==> src/rtl/launcher_pkg.sv <==
// Shared types and constants for the run launcher.
// State encoding, default counter width and run index width.
package launcher_pkg;

    localparam int CNT_W_DEF = 16;
    localparam int IDX_W     = 4;

    typedef enum logic [2:0] {
        IDLE,
        LAUNCH,
        WAIT,
        DRAIN,
        FINISH
    } state_t;

endpackage

==> src/rtl/run_launcher_sat_counter.sv <==
// Saturating up-counter with synchronous clear.
// Holds at all-ones instead of wrapping.
module sat_counter
    import launcher_pkg::*;
#(
    parameter int CNT_W = CNT_W_DEF
) (
    input  logic             clk,
    input  logic             reset,
    input  logic             clear,
    input  logic             enable,
    output logic [CNT_W-1:0] count
);

    // count up while enabled, stick at the top value
    always_ff @(posedge clk) begin
        if (!reset) begin
            count <= '0;
        end else if (clear) begin
            count <= '0;
        end else if (enable && (count != '1)) begin
            count <= count + CNT_W'(1);
        end
    end

endmodule

==> src/rtl/run_launcher.sv <==
// Launches a batch of runs on a processor and times each one.
// Optional max-latency tracking: define RUN_LAUNCHER_STATS_EN.
module run_launcher
    import launcher_pkg::*;
#(
    parameter int               CNT_W          = CNT_W_DEF,
    parameter logic [CNT_W-1:0] TIMEOUT_CYCLES = CNT_W'(4095)
) (
    input  logic             clk,
    input  logic             reset,
    input  logic             start,
    input  logic [3:0]       num_runs,
    output logic             req,
    input  logic             done,
    output logic             busy,
    output logic             batch_done,
    output logic [3:0]       run_idx,
    output logic [CNT_W-1:0] cycle_count,
    output logic             timeout,
    output logic [CNT_W-1:0] max_cycles
);

    state_t           state;
    logic [IDX_W-1:0] runs_total;
    logic [CNT_W-1:0] count;
    logic [CNT_W-1:0] count_inc;
    logic             cnt_clear;
    logic             cnt_en;
    logic             complete;
    logic             expire;
    logic             accept;

    assign cnt_clear = (state == LAUNCH);
    assign cnt_en    = (state == WAIT);
    assign accept    = (state == IDLE) && start;
    assign complete  = (state == WAIT) && done;
    assign expire    = (state == WAIT) && !done &&
                       (count == TIMEOUT_CYCLES - CNT_W'(1));

    // latency of a run finishing now; the counter lags by one
    assign count_inc = (count == '1) ? count : count + CNT_W'(1);

    sat_counter #(
        .CNT_W (CNT_W)
    ) u_run_cnt (
        .clk    (clk),
        .reset  (reset),
        .clear  (cnt_clear),
        .enable (cnt_en),
        .count  (count)
    );

    // batch sequencing with registered outputs
    always_ff @(posedge clk) begin
        if (!reset) begin
            state       <= IDLE;
            req         <= 1'b0;
            busy        <= 1'b0;
            batch_done  <= 1'b0;
            run_idx     <= '0;
            cycle_count <= '0;
            timeout     <= 1'b0;
            runs_total  <= '0;
        end else begin
            req        <= 1'b0;
            batch_done <= 1'b0;
            unique case (state)
                IDLE: begin
                    if (start) begin
                        busy       <= 1'b1;
                        run_idx    <= '0;
                        timeout    <= 1'b0;
                        runs_total <= num_runs;
                        if (num_runs != '0) begin
                            state <= LAUNCH;
                            req   <= 1'b1;
                        end else begin
                            state      <= FINISH;
                            batch_done <= 1'b1;
                        end
                    end
                end
                LAUNCH: begin
                    state <= WAIT;
                end
                WAIT: begin
                    if (complete) begin
                        cycle_count <= count_inc;
                        state       <= DRAIN;
                    end else if (expire) begin
                        timeout    <= 1'b1;
                        state      <= FINISH;
                        batch_done <= 1'b1;
                    end
                end
                DRAIN: begin
                    if (!done) begin
                        if ((run_idx + 4'd1) != runs_total) begin
                            run_idx <= run_idx + 4'd1;
                            state   <= LAUNCH;
                            req     <= 1'b1;
                        end else begin
                            state      <= FINISH;
                            batch_done <= 1'b1;
                        end
                    end
                end
                FINISH: begin
                    busy  <= 1'b0;
                    state <= IDLE;
                end
                default: begin
                    state <= IDLE;
                end
            endcase
        end
    end

`ifdef RUN_LAUNCHER_STATS_EN
    // largest run latency seen in the current batch
    always_ff @(posedge clk) begin
        if (!reset) begin
            max_cycles <= '0;
        end else if (accept) begin
            max_cycles <= '0;
        end else if (complete && (count_inc > max_cycles)) begin
            max_cycles <= count_inc;
        end
    end
`else
    logic unused_accept;
    assign unused_accept = accept;
    assign max_cycles    = '0;
`endif

endmodule

==> config.mk <==
export PLATFORM = sky130hd
export DESIGN_NAME = run_launcher
export DESIGN_NICKNAME = d
export VERILOG_FILES = /design/src/rtl/launcher_pkg.sv /design/src/rtl/run_launcher_sat_counter.sv /design/src/rtl/run_launcher.sv
export SDC_FILE = /design/constraint.sdc
export NUM_CORES = 1
export LEC_CHECK = 0
export ABC_AREA = 1
export CORE_MARGIN = 5
export CORE_UTILIZATION = 57
export CTS_BUF_LIST = sky130_fd_sc_hd__clkbuf_4
export DETAILED_ROUTE_END_ITERATION = 16
export DONT_BUFFER_PORTS = 1
export PLACE_DENSITY_LB_ADDON = 0.3
export SLEW_MARGIN = 25
export SYNTH_ARGS = -nofsm -noshare
export SYNTH_HDL_FRONTEND = slang
export SYNTH_SLANG_ARGS = --single-unit
==> constraint.sdc <==
create_clock -name clk -period 1.5 [get_ports clk]
set_input_delay 0.3 -clock clk [delete_from_list [all_inputs] [get_ports clk]]
set_output_delay 0.3 -clock clk [all_outputs]
set_load 0.01 [all_outputs]
==> results list <==
- Starting DRT DRC Count: 99
- Number of warnings printed during yosys synthesis: 0
- The first global-routing pass estimated roughly 9 mm of wire.
- Dominant cell by count in the synthesized netlist: sky130_fd_sc_hd__nand2_1
- Hold violation total from the final report: 0
- Final total negative setup slack: -0.00870 ns
* Clock Skew: just over 0.006 ns
- Async SR Flop Fraction: 0%
- Sequential element share of the synthesized area: 38.0%
- TritonCTS created 5 clock buffers.
* Initial core utilization: roughly 58%
* Total number of placement rows: 24
- In this run the remaining antenna-violating nets after routing total 0.
- Congestion Overflow GR: 0
- Data arrival time of the critical path: 1.81 ns
- Layout cell share with drive strength beyond 1: between 20% and 30%
- Power spread over the standard cell area amounts to 1430 nW/um2.
* DRC viols: 0
- In this run the worst hold path is classified as input pin to register.
* Final net count: approximately 400
* Launching element type of the critical path: register
* Post-synth top cells: sky130_fd_sc_hd__nand2_1, sky130_fd_sc_hd__dfxtp_1, sky130_fd_sc_hd__inv_1
- Global Route Usage Sum: approximately 20%
- By area the synthesized netlist is led by sky130_fd_sc_hd__dfxtp_1, sky130_fd_sc_hd__nand2_1, sky130_fd_sc_hd__inv_1.
- Summed over all layers, the routed wires come to between 5 and 6 mm.
- Maximum number of buffers from clock root to sink: 2
- Maximum number of pins on one net before global-route repair: 25
* Antenna diode count: 0
- Post-DP HPWL: 4.14 mm
- In the final routed layout, each cell accounts on average for between 10 and 15 um.
* Fillers: around 350
- Area leader, netlist: sky130_fd_sc_hd__dfxtp_1
* Max stage delay on crit path: 0.40 ns
- In the synthesized netlist the dominant register cell turns out to be sky130_fd_sc_hd__dfxtp_1.
* TritonCTS clock tree: done
- Setup violations remaining at the end of the flow were counted as 2.
- The smallest clock period supported by the final layout is computed as roughly 1.5 ns.
- Summed over all cells, the static leakage comes to 1.34 nW.
* Library cells used by synthesis: 33
- On the critical path the largest part of the delay comes from simple AND/OR/NAND/NOR gates.
* Critical-path top delay cell: sky130_fd_sc_hd__dfxtp_4
- After the flow finishes, the layout carries non-filler instances totaling between 400 and 500.
- EDFF count, synth: 0
* Mean area per synthesized cell: roughly 7 um2
- Clock-pin slew was measured on the worst setup and hold paths at between 0.1 and 0.15 ns.
* Fmax achieved: approximately 0.66 GHz
* Boundary Pins: 48
* Critical path data required time: around 1.8 ns
* Placer Congestion: 0.868
- Vias per cell: 5.28
- VDD sags by at most slightly below 0.7 mV.
- Final worst-path cycle share: 100%
- The synthesized netlist occupies a cell area of roughly 2500 um2.
- TritonRoute pass-1 iters: 5
* Core Footprint: approximately 4300 um2
- Counting both buffers and inverters, the worst setup path holds a total of 3.
- # placed instances: 421
- The via count of the first global-routing pass is roughly 2k.
* Failing checks: setup timing
- Number of buffers added on ports: 0
- Synthesis produced a netlist whose cell count is 345.
* Dominant cell type by count on the critical path: sky130_fd_sc_hd__nand2_1
- Unrepaired setup endpoints after global routing: yes
* Die Y: 75.9 um
- The synthesized design devotes to its leading area cell type about two fifths of total area.
- Run status: finished, violations left
* Cell-by-cell trace of the critical path: nand3_2 -> nor2_4 -> nand3_2 -> inv_2 -> nand2_2 -> buf_4 -> inv_1 -> nand2_1 -> nand2_1 -> nand2_1 -> a21oi_1
- Final worst slack: -0.00724 ns
* CTS H-tree depth: 2
- Root buffer cell: sky130_fd_sc_hd__clkbuf_4
- Clock net sink count: between 40 and 50
* Die extent in x: roughly 76 um
* Worst setup EP type: register
* Die ar.: 5760 um2
* Clock network latency to the later pin of the worst-skew pair: about 0.36 ns
* Count of maximum capacitance violations: 0
- The critical path in this run is classified as register to register.
* Number of vias after detailed routing: ~2.3k
- Along the worst path, the maximum fanout reaches 4.
- The final count of pins violating max slew was 0.
* Number of antenna violations at the first check in global routing: 0
- The worst register-to-register path has a setup slack of -0.007 ns.
* Hold-fix buffers, CTS: 0
- After synthesis the netlist holds a flip-flop and latch count of 47.
- From synthesis to final layout, the design area changed by 20.9%.
[final cells by class]
cell class | count | area [um2] | share of cell area, %
Clock buffer | 7 | 52.6 | 1.76
Sequential cell | 47 | 961 | 32.1
Timing Repair Buffer | 43 | 334 | 11.2
Multi-Input combinational cell | 241 | 1380 | 46.2
Clock inverter | 1 | 5.00 | 0.167
Tap cell | 52 | 65.1 | 2.17
Inverter | 48 | 191 | 6.40
[layout by cell type (no fill, tap or decap), types with 4 or more instances in the layout]
| cell type | n |
|---|---|
| sky130_fd_sc_hd__a21oi_1 | 25 |
| sky130_fd_sc_hd__a21oi_2 | 5 |
| sky130_fd_sc_hd__buf_4 | 40 |
| sky130_fd_sc_hd__clkbuf_4 | 7 |
| sky130_fd_sc_hd__conb_1 | 16 |
| sky130_fd_sc_hd__dfxtp_1 | 37 |
| sky130_fd_sc_hd__dfxtp_2 | 7 |
| sky130_fd_sc_hd__inv_1 | 39 |
| sky130_fd_sc_hd__inv_2 | 7 |
| sky130_fd_sc_hd__nand2_1 | 55 |
| sky130_fd_sc_hd__nand2_2 | 8 |
| sky130_fd_sc_hd__nand3_1 | 17 |
| sky130_fd_sc_hd__nand3_2 | 5 |
| sky130_fd_sc_hd__nand4_1 | 6 |
| sky130_fd_sc_hd__nor2_1 | 32 |
| sky130_fd_sc_hd__nor2_4 | 4 |
| sky130_fd_sc_hd__o21ai_0 | 18 |
| sky130_fd_sc_hd__o21ai_1 | 13 |
| sky130_fd_sc_hd__xor2_1 | 6 |
[registers in the layout, summed over array words and instances, names as in the netlist]
| register | cells |
|---|---|
| u_run_cnt.count | 16 |
| busy | 1 |
| timeout | 1 |
| run_idx | 4 |
| req | 1 |
| cycle_count | 16 |
| state | 3 |
| batch_done | 1 |
| runs_total | 4 |
[final timing paths]
path,from,to,cells after the start
worst max-delay path,u_run_cnt.count[1],u_run_cnt.count[15],11
worst min register to register,runs_total[0],runs_total[0],2
worst max register to register,u_run_cnt.count[1],u_run_cnt.count[15],11
worst min-delay path,done,cycle_count[14],1
[repair_timing]
item | in CTS | in global routing
gates resized for setup | 13 | 45
pin swaps | 7 | 18
buffers inserted | 4 | 6
setup endpoints to repair | 28 | 39
[worst register-to-register path, stage by stage (launching register included)]
cell and delay [ns]:
sky130_fd_sc_hd__dfxtp_4 0.40, sky130_fd_sc_hd__nand3_2 0.11, sky130_fd_sc_hd__nor2_4 0.13, sky130_fd_sc_hd__nand3_2 0.10, sky130_fd_sc_hd__inv_2 0.07, sky130_fd_sc_hd__nand2_2 0.08
sky130_fd_sc_hd__buf_4 0.15, sky130_fd_sc_hd__inv_1 0.08, sky130_fd_sc_hd__nand2_1 0.05, sky130_fd_sc_hd__nand2_1 0.07, sky130_fd_sc_hd__nand2_1 0.08, sky130_fd_sc_hd__a21oi_1 0.14
[power breakdown]
group	switching [mW]	total, mW	internal, mW
Clock	0.385	0.604	0.220
Sequential	0.268	1.81	1.54
Combinational	1.08	1.87	0.788
Total	1.73	4.28	2.55
[cells by family (layout without fill, tap and decap cells)]
family | count (synthesis) | count (layout) | share of synthesized area (%)
DFF | 47 | 47 | 38.0
AOI/OAI and AO/OA | 69 | 69 | 14.8
and+or+nand+nor | 140 | 140 | 26.5
xor gates and xnor gates | 13 | 13 | 4.60
adders and majority gates | 3 | 3 | 1.52
buffers and inverters | 72 | 99 | 14.5
other | 1 | 16 | 0.152
[layer usage]
metal  wire length, um  track usage [%]  part of all wire (%)  vias to the layer above
met1              2460             24.5                    41                     1091
met5                 0                0                     0                        -
met2              3130             35.6                    52                       59
met3               328             5.28                   5.5                        8
met4                73             6.02                   1.2                        0
li1                  -                -                     -                     1162
[metrics by stage]
step / instance area [um2] / util, % / hold slack (ns) / power, mW / worst slack, ns
floorplan: 2540 / - / 0.394 / 2.93 / 0.00849
global placement: 2680 / 62.3 / 0.399 / 3.36 / -0.0791
detailed placement: 2680 / 62.3 / 0.406 / 3.40 / -0.114
CTS: 2810 / 65.4 / 0.0129 / 4.07 / -0.00717
global route: 2990 / 69.7 / 0.0157 / 4.60 / -0.0951
finish: 2990 / 69.7 / 0.0357 / 4.28 / -0.00724
Note: power is estimated with default switching activity, not from simulation.
